$ cat config.mk
export PLATFORM = sky130hd
export DESIGN_NAME = light_manager_mc
export DESIGN_NICKNAME = d
export VERILOG_FILES = /design/src/rtl/lm_pkg.sv /design/src/rtl/lm_channel.sv /design/src/rtl/light_manager_mc.sv
export SDC_FILE = /design/constraint.sdc
export NUM_CORES = 1
export LEC_CHECK = 0
export CAP_MARGIN = 25
export CORE_UTILIZATION = 45
export DETAILED_ROUTE_END_ITERATION = 8
export GPL_ROUTABILITY_DRIVEN = 0
export PLACE_DENSITY_LB_ADDON = 0.1
export SYNTH_ARGS = -nofsm -noshare
export SYNTH_HDL_FRONTEND = slang
export SYNTH_HIERARCHICAL = 1
export SYNTH_SLANG_ARGS = --single-unit
$ cat constraint.sdc
create_clock -name clk_i -period 5.1 [get_ports clk_i]
set_input_delay 1.275 -clock clk_i [delete_from_list [all_inputs] [get_ports clk_i]]
set_output_delay 1.275 -clock clk_i [all_outputs]
set_load 0.005 [all_outputs]
$ cat src/rtl/lm_pkg.sv
`default_nettype none
// ============================================================================
//  Module   : lm_pkg
//  Purpose  : Shared helpers for the multi-channel light manager
//             (bit-width and full-scale value computation).
//  Revision : 1.0 - initial release
// ============================================================================
package lm_pkg;

  // Number of bits needed to hold the values 0..value-1 (0 for value<=1)
  function automatic int clog2(input int value);
    int w;
    int v;
    w = 0;
    v = value - 1;
    while (v > 0) begin
      w = w + 1;
      v = v >> 1;
    end
    return w;
  endfunction

  // Full-scale value of a w-bit unsigned quantity
  function automatic int LM_MAX(input int w);
    return (1 << w) - 1;
  endfunction

endpackage : lm_pkg
`default_nettype wire

$ cat src/rtl/lm_channel.sv
`default_nettype none
// ============================================================================
//  Module   : lm_channel
//  Purpose  : One brightness channel: saturating target register, duty
//             ramp toward the target and registered PWM comparator.
//  Revision : 1.0 - initial release
// ============================================================================
module lm_channel
  import lm_pkg::*;
#(
  parameter int PWM_W = 8,
  parameter int STEP  = 5
) (
  input  logic             clk_i,
  input  logic             rst,
  input  logic             edit_inc,
  input  logic             edit_dec,
  input  logic             tick,
  input  logic             fade_en,
  input  logic [PWM_W-1:0] cnt,
  output logic [PWM_W-1:0] tgt,
  output logic             pwm
);

  // One extra bit so target+STEP can be compared against full scale
  localparam logic [PWM_W:0] C_STEP = (PWM_W+1)'(STEP);
  localparam logic [PWM_W:0] C_MAX  = (PWM_W+1)'(LM_MAX(PWM_W));

  logic [PWM_W-1:0] r_tgt;
  logic [PWM_W-1:0] r_duty;
  logic             r_pwm;
  logic [PWM_W:0]   w_sum;
  logic [PWM_W-1:0] w_inc_val;
  logic [PWM_W-1:0] w_dec_val;

  // Saturating next-target candidates for a raise and for a lower
  always_comb begin
    w_sum     = {1'b0, r_tgt} + C_STEP;
    w_inc_val = (w_sum > C_MAX) ? C_MAX[PWM_W-1:0] : w_sum[PWM_W-1:0];
    w_dec_val = ({1'b0, r_tgt} >= C_STEP) ? (r_tgt - C_STEP[PWM_W-1:0]) : '0;
  end

  // Target register: opposing pulses in the same cycle cancel out
  always_ff @(posedge clk_i or posedge rst) begin
    if (rst) begin
      r_tgt <= '0;
    end else if (edit_inc && !edit_dec) begin
      r_tgt <= w_inc_val;
    end else if (edit_dec && !edit_inc) begin
      r_tgt <= w_dec_val;
    end
  end

  // Duty follows the target directly, or one LSB per ramp tick when fading
  always_ff @(posedge clk_i or posedge rst) begin
    if (rst) begin
      r_duty <= '0;
    end else if (!fade_en) begin
      r_duty <= r_tgt;
    end else if (tick) begin
      if (r_duty < r_tgt) begin
        r_duty <= r_duty + 1'b1;
      end else if (r_duty > r_tgt) begin
        r_duty <= r_duty - 1'b1;
      end
    end
  end

  // PWM compare; counter never reaches full scale so max duty is always on
  always_ff @(posedge clk_i or posedge rst) begin
    if (rst) begin
      r_pwm <= 1'b0;
    end else begin
      r_pwm <= (r_duty > cnt);
    end
  end

  assign tgt = r_tgt;
  assign pwm = r_pwm;

endmodule : lm_channel
`default_nettype wire

$ cat src/rtl/light_manager_mc.sv
`default_nettype none
// ============================================================================
//  Module   : light_manager_mc
//  Purpose  : Multi-channel encoder-driven LED dimmer. Holds NUM_CH targets,
//             edits the selected one, fades each duty and drives one PWM
//             output per channel from a shared counter.
//  Revision : 1.0 - initial release
// ============================================================================
module light_manager_mc
  import lm_pkg::*;
#(
  parameter int NUM_CH   = 4,
  parameter int PWM_W    = 8,
  parameter int STEP     = 5,
  parameter int RAMP_DIV = 1000
) (
  input  logic                     clk_i,
  input  logic                     rst,
  input  logic                     inc_i,
  input  logic                     dec_i,
  input  logic                     sel_i,
  input  logic                     fade_en_i,
  output logic [NUM_CH-1:0]        pwm_o,
  output logic [clog2(NUM_CH)-1:0] sel_ch_o,
  output logic [PWM_W-1:0]         sel_tgt_o
);

  localparam int SEL_W = clog2(NUM_CH);
  // RAMP_DIV=1 still needs a one-bit prescaler that simply stays at zero
  localparam int PRE_W = (clog2(RAMP_DIV) < 1) ? 1 : clog2(RAMP_DIV);

  localparam logic [SEL_W-1:0] C_SEL_LAST = SEL_W'(NUM_CH - 1);
  localparam logic [PRE_W-1:0] C_PRE_LAST = PRE_W'(RAMP_DIV - 1);
  localparam logic [PWM_W-1:0] C_CNT_LAST = PWM_W'(LM_MAX(PWM_W) - 1);

  logic [SEL_W-1:0] r_sel;
  logic [PRE_W-1:0] r_pre;
  logic [PWM_W-1:0] r_cnt;
  logic             w_tick;
  logic [PWM_W-1:0] w_tgt [NUM_CH];
  logic [NUM_CH-1:0] w_pwm;

  // Selected-channel index, wrapping after the last channel
  always_ff @(posedge clk_i or posedge rst) begin
    if (rst) begin
      r_sel <= '0;
    end else if (sel_i) begin
      r_sel <= (r_sel == C_SEL_LAST) ? '0 : r_sel + 1'b1;
    end
  end

  // Ramp prescaler: one tick every RAMP_DIV cycles
  always_ff @(posedge clk_i or posedge rst) begin
    if (rst) begin
      r_pre <= '0;
    end else begin
      r_pre <= (r_pre == C_PRE_LAST) ? '0 : r_pre + 1'b1;
    end
  end

  assign w_tick = (r_pre == C_PRE_LAST);

  // Shared PWM counter with period 2^PWM_W-1 so full-scale duty is solid on
  always_ff @(posedge clk_i or posedge rst) begin
    if (rst) begin
      r_cnt <= '0;
    end else begin
      r_cnt <= (r_cnt == C_CNT_LAST) ? '0 : r_cnt + 1'b1;
    end
  end

  // Per-channel instances; edit pulses reach only the selected channel
  for (genvar k = 0; k < NUM_CH; k++) begin : g_ch
    logic w_edit_inc;
    logic w_edit_dec;

    assign w_edit_inc = inc_i & (r_sel == SEL_W'(k));
    assign w_edit_dec = dec_i & (r_sel == SEL_W'(k));

    lm_channel #(
      .PWM_W (PWM_W),
      .STEP  (STEP)
    ) u_ch (
      .clk_i    (clk_i),
      .rst      (rst),
      .edit_inc (w_edit_inc),
      .edit_dec (w_edit_dec),
      .tick     (w_tick),
      .fade_en  (fade_en_i),
      .cnt      (r_cnt),
      .tgt      (w_tgt[k]),
      .pwm      (w_pwm[k])
    );
  end

  assign pwm_o     = w_pwm;
  assign sel_ch_o  = r_sel;
  assign sel_tgt_o = w_tgt[r_sel];

endmodule : light_manager_mc
`default_nettype wire

Yosys cells after proc, flatten, opt, wreduce, memory -nomap -nowiden
Cells that the tools add are included.

Logic and storage cells: 137. Output and inout bits: 14. Register bits after elaboration: 88.

Reduce and logical (&&, ||, !) cells: 25. Muxes and demuxes: 38. Magnitude comparators: 21. Add/subtract/negate cells: 19. Eq/ne operators: 10. Bitwise gates (word level): 9.

Operator list (count): $mux W8 (35); $gt A8 B8 Y1 (8); $add A8 B1 Y8 const B (5); $add A8 B3 Y9 const B (4); $gt A9 B8 Y1 const B (4); $ge A8 B3 Y1 const B (4); $lt A8 B8 Y1 (4); $sub A8 B1 Y8 const B (4); $sub A8 B3 Y8 const B (4); $bmux W8 S2 (1); $ne A3 B1 Y1 const B (4); $add A10 B1 Y10 const B (1); $eq A10 B10 Y1 const B (1); $mux W10 (1); $and A1 B1 Y1 (8); $eq A8 B8 Y1 const B (1); $logic_and A1 B1 Y1 (8); $logic_not A1 Y1 (8); $reduce_and A2 Y1 (4); $reduce_bool A2 Y1 (4); $eq A2 B2 Y1 const B (2); $ge A3 B3 Y1 const B (1); $not A2 Y3 (1); $add A2 B1 Y2 const B (1); 4 further kinds (4).

Logic depth before layout (Yosys ltp)
Gate-level depths: netlist of run 1.

Depth in word-level cells: 6. Depth in mapped cells: 14. Depth with buffers taken out: 14.

By module
Netlist of run 1, hierarchy kept.

Modules (own cells, without submodules): lm_channel (g_ch[0].u_ch ...) (area an instance 1762.9 um^2, times used 2, cells each 224); lm_channel (g_ch[1].u_ch) (area an instance 1854.3 um^2, times used 1, cells each 225); lm_channel (g_ch[2].u_ch) (area an instance 1830.5 um^2, times used 1, cells each 228); light_manager_mc (area an instance 1231.2 um^2, times used 1, cells each 117).

Worst setup path before layout of run 1
Ideal clock, no wire load.

Kind: flip-flop to flip-flop. Start point: reg g_ch[0].u_ch.r_tgt[1]. End point: reg g_ch[0].u_ch.r_duty[7]. Required time: 5018 ps. Path slack: 1764 ps. Arrival time: 3254 ps. Cell stages (with the launch flop): 15. Setup time: 82 ps. Cell sequence: dfrtp_1 inv_1 ha_1 nor2b_1 o211a_1 nor2_1 o21bai_1 ha_1 a21oi_1 o21ai_0 a2111oi_0 nor3_1 xnor2_1 or3_1 a31oi_1.

Cells in the longest elaborated chain, start to end: 4. Elaborated cells on any way between the ends: 7. Those cells by class: 2 x order compare; 1 x eq/ne; 3 x mux; 1 x reduce/logical.

RTL lines: from (decl) (RTL line lm_channel.sv:29) `logic [PWM_W-1:0] r_tgt;`; from (signal assigned) (RTL line lm_channel.sv:48) `r_tgt <= w_inc_val;`; from (signal assigned) (RTL line lm_channel.sv:50) `r_tgt <= w_dec_val;`; $lt A8 B8 Y1 (RTL line lm_channel.sv:61) `if (r_duty < r_tgt) begin`; $mux W8 (RTL line lm_channel.sv:61); $mux W8 (RTL line lm_channel.sv:60) `end else if (tick) begin`; $mux W8 (RTL line lm_channel.sv:58) `end else if (!fade_en) begin`; to (signal assigned) (RTL line lm_channel.sv:59) `r_duty <= r_tgt;`; to (signal assigned) (RTL line lm_channel.sv:62) `r_duty <= r_duty + 1'b1;`; to (signal assigned) (RTL line lm_channel.sv:64) `r_duty <= r_duty - 1'b1;`; to (decl) (RTL line lm_channel.sv:30) `logic [PWM_W-1:0] r_duty;`.

Parallel ways exist; a longest one is shown, timed or not. The select of a mux whose other input is x is not followed. A chain may end at the register's enable or synchronous reset.

Worst setup path after layout of run 1
Start point: reg g_ch[0].u_ch.r_tgt[3]. End point: reg g_ch[0].u_ch.r_duty[7].

The elaborated chain is that of the path after synthesis.

==> report_table.html, run 1 <==
<table>
<tr><th>Metric</th><th>Value</th></tr>
<tr><th colspan="2">Worst setup path</th></tr>
<tr><td>Peak fanout along the critical path</td><td>12</td></tr>
<tr><td>Kind of critical path</td><td>reg2reg</td></tr>
<tr><td>Critical path's most frequent cell</td><td>sky130_fd_sc_hd__ha_1</td></tr>
<tr><td>WP data arrival</td><td>4.13 ns</td></tr>
<tr><td>Minimum setup slack among reg-to-reg paths</td><td>1.26 ns</td></tr>
<tr><td>Cells along the critical path</td><td>inv_1, ha_1, o211a_1, nor2_1, o21bai_1, ha_1, a21oi_1, o21ai_0, a2111oi_0, nor3_1, xnor2_1, or3_1, a31oi_1</td></tr>
<tr><td>Kind of start point of the critical path</td><td>flip-flop</td></tr>
<tr><td>Data required time of the critical path</td><td>5.38 ns</td></tr>
<tr><td>Worst path slowest cell</td><td>sky130_fd_sc_hd__o21bai_1</td></tr>
<tr><td>Worst Setup End Kind</td><td>flip-flop</td></tr>
<tr><td>Slowest stage delay, CP</td><td>0.59 ns</td></tr>
<tr><th colspan="2">Final layout</th></tr>
<tr><td>Area occupied by multi-input gates</td><td>5720 sq um</td></tr>
<tr><td>Total area of sequential cells</td><td>2200 sq um</td></tr>
<tr><td>Filler instances</td><td>1,808</td></tr>
<tr><td>Net count reported at finish</td><td>1,142</td></tr>
<tr><td>Area Growth Syn to Fin</td><td>7.25%</td></tr>
<tr><td>Ant. Diodes</td><td>0</td></tr>
<tr><td>Non-filler instance count after layout</td><td>1,247</td></tr>
<tr><td>Fraction of final layout cells with drive strength greater than 1</td><td>5.01%</td></tr>
<tr><th colspan="2">Flow run</th></tr>
<tr><td>Max-cap violations</td><td>0</td></tr>
<tr><th colspan="2">Clock network</th></tr>
<tr><td>Num CTS Buffers</td><td>9</td></tr>
<tr><td>Worst-case clock buffer depth</td><td>2</td></tr>
<tr><td>Total number of H-tree levels</td><td>3</td></tr>
<tr><td>Buffers inserted during post-CTS setup optimization</td><td>0</td></tr>
<tr><td>Cts-stage hold buffer count</td><td>0</td></tr>
<tr><td># clock sinks</td><td>88</td></tr>
<tr><td>CTS tree</td><td>done</td></tr>
<tr><td>CTS Root Buffer Type</td><td>sky130_fd_sc_hd__clkbuf_16</td></tr>
<tr><td>Cells resized by post-CTS repair</td><td>0</td></tr>
<tr><td>Insertion delay of the later-clocked pin in the worst-skew pair</td><td>0.36 ns</td></tr>
<tr><td>Clock slew at the register clock pins of the worst setup and hold paths</td><td>0.07 ns</td></tr>
<tr><th colspan="2">Routing</th></tr>
<tr><td>DRC Markers</td><td>0</td></tr>
<tr><td>Via density per instance</td><td>5.88</td></tr>
<tr><td>Number of DRC markers in iteration 0</td><td>550</td></tr>
<tr><td>Routed wire length per instance</td><td>17.8 um</td></tr>
<tr><td>Met1 Wirelength</td><td>10.6 mm</td></tr>
<tr><td>ANT nets after route</td><td>0</td></tr>
<tr><td>Metal3 WL</td><td>773 um</td></tr>
<tr><td>Top sig layer</td><td>met4</td></tr>
<tr><td>Pre-Repair DR Iteration Count</td><td>8</td></tr>
<tr><td>Vias after detailed routing</td><td>7,328</td></tr>
<tr><td>Met2 routed WL</td><td>10.3 mm</td></tr>
<tr><td>Final wirelength</td><td>22.2 mm</td></tr>
<tr><th colspan="2">Pwr</th></tr>
<tr><td>Clk pwr share</td><td>10.4%</td></tr>
<tr><td>Internal power of the cells</td><td>3.17 mW</td></tr>
<tr><td>Switching power as a share of total power</td><td>49.9%</td></tr>
<tr><td>Pwr Density</td><td>698 nW/um^2</td></tr>
<tr><td>Max IR drop VDD</td><td>0.382 mV</td></tr>
<tr><td>Seq pwr share</td><td>23.1%</td></tr>
<tr><td>Logic pwr share</td><td>66.5%</td></tr>
<tr><td>Leakage</td><td>4.03 nW</td></tr>
<tr><td>Switching pwr</td><td>3.15 mW</td></tr>
<tr><th colspan="2">Placed design</th></tr>
<tr><td>Dpl cells</td><td>1,231</td></tr>
<tr><td>HPWL Detailed</td><td>16.4 mm</td></tr>
<tr><td>IO buf count</td><td>19</td></tr>
<tr><th colspan="2">Timing</th></tr>
<tr><td>Total count of max-transition violations in the final report</td><td>0</td></tr>
<tr><td>Hold Violations, Final</td><td>0</td></tr>
<tr><td>Actual slew at the worst max-slew pin</td><td>0.938 ns</td></tr>
<tr><td>Shortest clock period the worst path allows after layout</td><td>3.84 ns</td></tr>
<tr><td>RSZ-0062 raised after global routing</td><td>no</td></tr>
<tr><td>Part of the cycle the worst path needs</td><td>75.4%</td></tr>
<tr><td>Total negative slack for setup checks</td><td>0 ns</td></tr>
<tr><td>Number of setup violations in the final report</td><td>0</td></tr>
<tr><td>Achievable clock frequency</td><td>260 MHz</td></tr>
<tr><td>Worst clock skew</td><td>0.00681 ns</td></tr>
<tr><td>Worst max-slew margin expressed relative to the limit</td><td>36.9%</td></tr>
<tr><th colspan="2">Outcome</th></tr>
<tr><td>Status</td><td>finished clean</td></tr>
<tr><th colspan="2">Floorplanning</th></tr>
<tr><td>Die Span X</td><td>139 um</td></tr>
<tr><td>Total die area</td><td>19,300 sq um</td></tr>
<tr><td>Area of the core</td><td>18,100 sq um</td></tr>
<tr><td>Die Y</td><td>139 um</td></tr>
<tr><td>Total number of placement rows</td><td>49</td></tr>
<tr><td>Starting density of the core</td><td>46.5%</td></tr>
<tr><td>I/O pin total</td><td>20</td></tr>
<tr><th colspan="2">Global routing</th></tr>
<tr><td>All-layer global routing usage</td><td>23.7%</td></tr>
<tr><td>Pin count of the biggest net entering global routing</td><td>38</td></tr>
<tr><td>Via count of the first global-routing pass</td><td>6,887</td></tr>
<tr><td>Antenna violations before repair</td><td>0</td></tr>
<tr><td>Wire length of the first global-routing pass</td><td>36.3 mm</td></tr>
<tr><td>Total grt overflow</td><td>0</td></tr>
<tr><th colspan="2">Logic synthesis</th></tr>
<tr><td>Number of nets in the synthesized netlist</td><td>1,147</td></tr>
<tr><td>Library cells used by synthesis</td><td>80</td></tr>
<tr><td>Avg Inst Size Synth</td><td>8.29 sq um</td></tr>
<tr><td>Synthesis warning total</td><td>6</td></tr>
<tr><td>Synthesized netlist cell count</td><td>1,018</td></tr>
<tr><td>Number of enable-type register cells in the synthesized netlist</td><td>0</td></tr>
<tr><td>Most frequently used flop master after synthesis</td><td>sky130_fd_sc_hd__dfrtp_1</td></tr>
<tr><td>Combined area of all synthesized cells</td><td>8440 sq um</td></tr>
<tr><td>Share of flip-flops with an asynchronous set or reset</td><td>100%</td></tr>
<tr><td>Sequential-to-total area share from yosys stat</td><td>26.1%</td></tr>
<tr><td>Number of flip-flops and latches in the synthesized netlist</td><td>88</td></tr>
<tr><th colspan="2">Min path</th></tr>
<tr><td>Class of the most critical hold timing path</td><td>reg2reg</td></tr>
</table>
## sequential cells by signal, indices dropped and copies added, names as in the netlist
signal	flops
g_ch.u_ch/tgt	32
g_ch.u_ch/r_duty	32
r_pre	10
g_ch.u_ch/pwm	4
r_cnt	8
sel_ch_o	2
## synthesized netlist by cell type (3+ instances only)
master,count,area [sq um]
sky130_fd_sc_hd__a211oi_1,7,52.6
sky130_fd_sc_hd__a21boi_0,6,45.0
sky130_fd_sc_hd__a21o_1,14,105
sky130_fd_sc_hd__a21oi_1,94,470
sky130_fd_sc_hd__a22oi_1,4,30.0
sky130_fd_sc_hd__a2bb2oi_1,3,26.3
sky130_fd_sc_hd__a31oi_1,19,119
sky130_fd_sc_hd__and2_1,11,68.8
sky130_fd_sc_hd__and3_1,6,37.5
sky130_fd_sc_hd__and3b_1,3,26.3
sky130_fd_sc_hd__buf_1,3,11.3
sky130_fd_sc_hd__buf_2,7,35.0
sky130_fd_sc_hd__clkbuf_1,23,86.3
sky130_fd_sc_hd__clkbuf_2,3,15.0
sky130_fd_sc_hd__dfrtp_1,88,2200
sky130_fd_sc_hd__fa_1,4,80.1
sky130_fd_sc_hd__ha_1,119,1490
sky130_fd_sc_hd__inv_1,89,334
sky130_fd_sc_hd__inv_2,4,15.0
sky130_fd_sc_hd__mux2i_1,17,170
sky130_fd_sc_hd__mux4_2,8,180
sky130_fd_sc_hd__nand2_1,61,229
sky130_fd_sc_hd__nand2b_1,7,43.8
sky130_fd_sc_hd__nand3_1,38,190
sky130_fd_sc_hd__nand4_1,12,75.1
sky130_fd_sc_hd__nor2_1,102,383
sky130_fd_sc_hd__nor2b_1,15,93.8
sky130_fd_sc_hd__nor3_1,26,130
sky130_fd_sc_hd__nor4_1,7,43.8
sky130_fd_sc_hd__o211ai_1,8,60.1
sky130_fd_sc_hd__o21a_1,10,75.1
sky130_fd_sc_hd__o21ai_0,57,285
sky130_fd_sc_hd__o21bai_1,11,82.6
sky130_fd_sc_hd__o22ai_1,9,56.3
sky130_fd_sc_hd__o311a_1,3,30.0
sky130_fd_sc_hd__o31a_1,5,43.8
sky130_fd_sc_hd__o31ai_1,5,37.5
sky130_fd_sc_hd__o32a_1,3,30.0
sky130_fd_sc_hd__or3_1,10,62.6
sky130_fd_sc_hd__xnor2_1,32,280
sky130_fd_sc_hd__xor2_1,13,114
## final cells by class
cell class | instances | area share [%]
Inverter | 94 | 3.90
Multi-Input combinational cell | 798 | 63.2
Clock inverter | 7 | 0.608
Tap cell | 229 | 3.16
Timing Repair Buffer | 22 | 2.29
Sequential cell | 88 | 24.3
Clock buffer | 9 | 2.49
## routing by layer
| metal | GRT usage, % | up-vias |
|---|---|---|
| met5 | 0 | - |
| met4 | 9.42 | 0 |
| met3 | 2.18 | 37 |
| met2 | 39.4 | 180 |
| met1 | 31.7 | 3454 |
| li1 | - | 3657 |
## critical path, delay by kind of cell, from the launching register on
family / cells / cell delay, ns
compound gates: 6 / 1.61
xor+xnor: 1 / 0.15
fa+ha+maj: 2 / 0.72
buf+inv: 1 / 0.20
flops: 1 / 0.58
simple gates: 3 / 0.51
## worst paths after layout
check | from | endpoint | cells past startpoint
max in group asynchronous | rst | r_pre[8]$_DFF_PP0_ | 2
worst max register to register | g_ch[0].u_ch/tgt[3]$_DFFE_PP0P_ | g_ch[0].u_ch/r_duty[7]$_DFFE_PP0P_ | 13
worst min-delay path | r_pre[9]$_DFF_PP0_ | r_pre[9]$_DFF_PP0_ | 1
min in group asynchronous | rst | g_ch[1].u_ch/pwm$_DFF_PP0_ | 2
worst min register to register | r_pre[9]$_DFF_PP0_ | r_pre[9]$_DFF_PP0_ | 1
worst max-delay path | g_ch[0].u_ch/tgt[3]$_DFFE_PP0P_ | g_ch[0].u_ch/r_duty[7]$_DFFE_PP0P_ | 13
## layout by cell type (no fill, tap or decap), types with 26 or more instances in the layout
cell type                 instances
sky130_fd_sc_hd__xnor2_1         32
sky130_fd_sc_hd__o21ai_0         57
sky130_fd_sc_hd__nand2_1         61
sky130_fd_sc_hd__a21oi_1         94
sky130_fd_sc_hd__ha_1           119
sky130_fd_sc_hd__dfrtp_1         88
sky130_fd_sc_hd__nor3_1          26
sky130_fd_sc_hd__nand3_1         38
sky130_fd_sc_hd__inv_1           89
sky130_fd_sc_hd__nor2_1         102
## cell families (layout without fill, tap and decap cells)
group / after synthesis / in the layout / share of synthesized area [%]
AO/OA/AOI/OAI: 291 / 291 / 22.4
XOR/XNOR: 45 / 45 / 4.67
multiplexers: 25 / 25 / 4.15
buffers and inverters: 132 / 132 / 6.11
AND/OR/NAND/NOR: 314 / 314 / 18.0
adder cells (fa/ha/maj): 123 / 123 / 18.6
flip-flops: 88 / 88 / 26.1
## power groups by stage
stage	Clock [mW]	Sequential [mW]	Combinational [mW]
CTS	0.679	1.46	4.19
finish	0.656	1.46	4.20
floorplan	0	1.16	3.47
global placement	0	1.47	4.16
global route	0.703	1.51	4.75
detailed placement	0	1.48	4.16
## through the flow
| stage | power, mW | cell area [sq um] | hold WS [ns] | utilization (%) | setup slack (ns) |
|---|---|---|---|---|---|
| after floorplan | 4.63 | 8440 | 0.441 | - | 1.76 |
| after global placement | 5.63 | 8770 | 0.471 | 48.3 | 1.35 |
| after detailed placement | 5.63 | 8770 | 0.470 | 48.3 | 1.27 |
| after CTS | 6.33 | 9050 | 0.481 | 49.9 | 1.28 |
| after global routing | 6.97 | 9050 | 0.503 | 49.9 | 0.869 |
| final | 6.32 | 9050 | 0.472 | 49.9 | 1.26 |
No activity file was read; power rests on OpenSTA's default activity.
==> inputs of run 2 (changes only) <==
==> constraint.sdc (replaced) <==
create_clock -name clk_i -period 3.5 [get_ports clk_i]
set_input_delay 0.875 -clock clk_i [delete_from_list [all_inputs] [get_ports clk_i]]
set_output_delay 0.875 -clock clk_i [all_outputs]
set_load 0.005 [all_outputs]
==> run 2 against run 1 <==
Compared with the run above: cell count grew 3.4%; largest cell class unchanged; fmax grew 21%; non-clock buffer count rose by 43; design area rose by 4.0%; register-to-register slack got worse by 0.94 ns.
==> report_table.html, run 2 (same netlist as run 1, synthesis figures left out) <==
<table>
<tr><th>Metric</th><th>Value</th></tr>
<tr><th colspan="2">Clock network</th></tr>
<tr><td>Num CTS Buffers</td><td>9 (unchanged)</td></tr>
<tr><td>Cts-stage hold buffer count</td><td>0 (unchanged)</td></tr>
<tr><td>CTS Root Buffer Type</td><td>sky130_fd_sc_hd__clkbuf_16</td></tr>
<tr><td>Buffers inserted during post-CTS setup optimization</td><td>0 (unchanged)</td></tr>
<tr><td>Insertion delay of the later-clocked pin in the worst-skew pair</td><td>0.35 ns (about the same)</td></tr>
<tr><td>CTS tree</td><td>done</td></tr>
<tr><td>Clock slew at the register clock pins of the worst setup and hold paths</td><td>0.07 ns (about the same)</td></tr>
<tr><td>Worst-case clock buffer depth</td><td>2 (unchanged)</td></tr>
<tr><td># clock sinks</td><td>88 (unchanged)</td></tr>
<tr><td>Cells resized by post-CTS repair</td><td>0 (unchanged)</td></tr>
<tr><td>Total number of H-tree levels</td><td>3 (unchanged)</td></tr>
<tr><th colspan="2">Global routing</th></tr>
<tr><td>Total grt overflow</td><td>0 (unchanged)</td></tr>
<tr><td>Wire length of the first global-routing pass</td><td>36.7 mm (+1.0%)</td></tr>
<tr><td>Pin count of the biggest net entering global routing</td><td>47 (+24%)</td></tr>
<tr><td>Antenna violations before repair</td><td>0 (unchanged)</td></tr>
<tr><td>Via count of the first global-routing pass</td><td>6,958 (+1.0%)</td></tr>
<tr><td>All-layer global routing usage</td><td>24.0% (+0.31 points)</td></tr>
<tr><th colspan="2">Worst setup path</th></tr>
<tr><td>Number of cells on the worst reg-to-reg path</td><td>13 (unchanged)</td></tr>
<tr><td>Peak fanout along the critical path</td><td>8 (-4)</td></tr>
<tr><td>Kind of start point of the critical path</td><td>flip-flop</td></tr>
<tr><td>Kind of critical path</td><td>reg2reg</td></tr>
<tr><td>Worst r2r src</td><td>g_ch[1].u_ch/tgt[1]$_DFFE_PP0P_</td></tr>
<tr><td>Terminus of the critical flop-to-flop path</td><td>g_ch[1].u_ch/r_duty[7]$_DFFE_PP0P_</td></tr>
<tr><td>Data required time of the critical path</td><td>3.73 ns (-1.65 ns)</td></tr>
<tr><td>Minimum setup slack among reg-to-reg paths</td><td>0.32 ns (-0.94 ns)</td></tr>
<tr><td>WP data arrival</td><td>3.42 ns (-0.71 ns)</td></tr>
<tr><td>Worst Setup End Kind</td><td>flip-flop</td></tr>
<tr><th colspan="2">Floorplanning</th></tr>
<tr><td>Starting density of the core</td><td>46.5% (unchanged)</td></tr>
<tr><td>Total number of placement rows</td><td>49 (unchanged)</td></tr>
<tr><td>I/O pin total</td><td>20 (unchanged)</td></tr>
<tr><td>Die Y</td><td>139 um (unchanged)</td></tr>
<tr><td>Area of the core</td><td>18,100 sq um (unchanged)</td></tr>
<tr><td>Die Span X</td><td>139 um (unchanged)</td></tr>
<tr><td>Total die area</td><td>19,300 sq um (unchanged)</td></tr>
<tr><th colspan="2">Final layout</th></tr>
<tr><td>Ant. Diodes</td><td>0 (unchanged)</td></tr>
<tr><td>Area occupied by multi-input gates</td><td>5730 sq um (+0.13%)</td></tr>
<tr><td>Non-filler instance count after layout</td><td>1,290 (+3.4%)</td></tr>
<tr><td>Net count reported at finish</td><td>1,185 (+3.8%)</td></tr>
<tr><td>Area Growth Syn to Fin</td><td>11.5%</td></tr>
<tr><td>Commonest non-fill, non-tap cells in the layout</td><td>sky130_fd_sc_hd__ha_1, sky130_fd_sc_hd__nor2_1, sky130_fd_sc_hd__a21oi_1, sky130_fd_sc_hd__inv_1, sky130_fd_sc_hd__dfrtp_1</td></tr>
<tr><td>Filler instances</td><td>1,752 (-3.1%)</td></tr>
<tr><td>Total area of sequential cells</td><td>2200 sq um (unchanged)</td></tr>
<tr><td>Most common cell after layout, fill and taps aside</td><td>sky130_fd_sc_hd__ha_1</td></tr>
<tr><td>Fraction of final layout cells with drive strength greater than 1</td><td>9.14% (+4.1 points)</td></tr>
<tr><th colspan="2">Min path</th></tr>
<tr><td>Worst Hold Launch</td><td>r_pre[9]$_DFF_PP0_</td></tr>
<tr><td>Class of the most critical hold timing path</td><td>reg2reg</td></tr>
<tr><td>Hold Path End</td><td>r_pre[9]$_DFF_PP0_</td></tr>
<tr><td>Number of cells traversed by the worst hold path</td><td>1 (unchanged)</td></tr>
<tr><th colspan="2">Routing</th></tr>
<tr><td>DRC Markers</td><td>0 (unchanged)</td></tr>
<tr><td>Routed wire length per instance</td><td>17.1 um (-4.2%)</td></tr>
<tr><td>Vias after detailed routing</td><td>7,480 (+2.1%)</td></tr>
<tr><td>Number of DRC markers in iteration 0</td><td>487 (-11%)</td></tr>
<tr><td>Pre-Repair DR Iteration Count</td><td>7 (-1)</td></tr>
<tr><td>Via density per instance</td><td>5.80 (-1.3%)</td></tr>
<tr><td>ANT nets after route</td><td>0 (unchanged)</td></tr>
<tr><td>Final wirelength</td><td>22.0 mm (-0.92%)</td></tr>
<tr><th colspan="2">Timing</th></tr>
<tr><td>Part of the cycle the worst path needs</td><td>91.0% (+16 points)</td></tr>
<tr><td>Shortest clock period the worst path allows after layout</td><td>3.18 ns (-0.661 ns)</td></tr>
<tr><td>Achievable clock frequency</td><td>314 MHz (+21%)</td></tr>
<tr><td>Hold Violations, Final</td><td>0 (unchanged)</td></tr>
<tr><td>Actual slew at the worst max-slew pin</td><td>1.02 ns (+0.0799 ns)</td></tr>
<tr><td>Worst max-slew margin expressed relative to the limit</td><td>31.5% (-5.4 points)</td></tr>
<tr><td>RSZ-0062 raised after global routing</td><td>no</td></tr>
<tr><td>Worst clock skew</td><td>0.00917 ns (+0.00235 ns)</td></tr>
<tr><td>Number of setup violations in the final report</td><td>0 (unchanged)</td></tr>
<tr><td>Total count of max-transition violations in the final report</td><td>0 (unchanged)</td></tr>
<tr><td>Total negative slack for setup checks</td><td>0 ns (unchanged)</td></tr>
<tr><th colspan="2">Placed design</th></tr>
<tr><td>IO buf count</td><td>19 (unchanged)</td></tr>
<tr><td>Dpl cells</td><td>1,274 (+3.5%)</td></tr>
<tr><td>HPWL Detailed</td><td>16.8 mm (+2.6%)</td></tr>
<tr><th colspan="2">Outcome</th></tr>
<tr><td>Status</td><td>finished clean</td></tr>
<tr><th colspan="2">Pwr</th></tr>
<tr><td>Max IR drop VDD</td><td>0.654 mV (+71%)</td></tr>
<tr><td>Pwr Density</td><td>1020 nW/um^2 (+46%)</td></tr>
<tr><td>Leakage</td><td>4.26 nW (+5.7%)</td></tr>
<tr><th colspan="2">Flow run</th></tr>
<tr><td>Max-cap violations</td><td>0 (unchanged)</td></tr>
</table>
run 2: worst max-delay path by stage:
stage / startpoint / endpoint / slack (ns) / cells after the start
finish: g_ch[1].u_ch/tgt[1]$_DFFE_PP0P_ / g_ch[1].u_ch/r_duty[7]$_DFFE_PP0P_ / 0.32 / 13
global route: g_ch[0].u_ch/tgt[1]$_DFFE_PP0P_ / g_ch[0].u_ch/r_duty[7]$_DFFE_PP0P_ / 0.05 / 14
detailed placement: g_ch[0].u_ch/tgt[1]$_DFFE_PP0P_ / g_ch[0].u_ch/r_duty[7]$_DFFE_PP0P_ / 0.18 / 14
CTS: g_ch[0].u_ch/tgt[1]$_DFFE_PP0P_ / g_ch[0].u_ch/r_duty[7]$_DFFE_PP0P_ / 0.18 / 14
floorplan: g_ch[0].u_ch/tgt[1]$_DFFE_PP0P_ / g_ch[0].u_ch/r_duty[7]$_DFFE_PP0P_ / 0.16 / 14
global placement: g_ch[0].u_ch/tgt[1]$_DFFE_PP0P_ / g_ch[0].u_ch/r_duty[7]$_DFFE_PP0P_ / 0.25 / 14
run 2: per-layer routing:
| metal | global-route usage [%] | part of all wire, % | vias up |
|---|---|---|---|
| li1 | - | - | 3759 |
| met4 | 9.24 | 2.5 | 0 |
| met2 | 37.0 | 44 | 158 |
| met5 | 0 | 0 | - |
| met1 | 34.5 | 50 | 3532 |
| met3 | 2.52 | 3.3 | 31 |
run 2: where the power goes:
| group | leakage [nW] | switching (mW) | internal [mW] |
|---|---|---|---|
| logic | 3.05 | 3.84 | 3.07 |
| clock network | 0.149 | 0.440 | 0.576 |
| registers | 1.06 | 0.340 | 1.36 |
run 2: metrics by stage:
| step | power, mW | util (%) | cell area [sq um] | hold slack [ns] | setup slack [ns] |
|---|---|---|---|---|---|
| 3_3_place_gp | 8.53 | 50.1 | 9100 | 0.469 | 0.250 |
| 4_1_cts | 9.64 | 51.8 | 9400 | 0.498 | 0.177 |
| 3_5_place_dp | 8.56 | 50.1 | 9100 | 0.484 | 0.183 |
| 5_1_grt | 10.6 | 51.9 | 9410 | 0.520 | 0.0502 |
| 6_report | 9.62 | 51.9 | 9410 | 0.493 | 0.316 |
| 2_1_floorplan | 6.74 | - | 8440 | 0.441 | 0.164 |
run 2: layout make-up:
type / instances / share of cell area [%]
inverter: 94 / 3.75
timing repair buffer: 65 / 5.64
multi-input combinational: 798 / 60.9
clock inverter: 6 / 0.731
clock buffer: 10 / 2.54
tap: 229 / 3.04
sequential: 88 / 23.4
run 2: critical path, cell delays in order (launching register included):
cell,delay [ns]
sky130_fd_sc_hd__dfrtp_1,0.37
sky130_fd_sc_hd__inv_1,0.13
sky130_fd_sc_hd__ha_1,0.26
sky130_fd_sc_hd__nor2b_1,0.14
sky130_fd_sc_hd__o211ai_2,0.17
sky130_fd_sc_hd__a21o_2,0.16
sky130_fd_sc_hd__nand2_1,0.20
sky130_fd_sc_hd__ha_1,0.36
sky130_fd_sc_hd__a21oi_2,0.15
sky130_fd_sc_hd__o211ai_2,0.12
sky130_fd_sc_hd__o41ai_2,0.23
sky130_fd_sc_hd__and3b_1,0.23
sky130_fd_sc_hd__o2111ai_1,0.18
sky130_fd_sc_hd__or3b_1,0.36
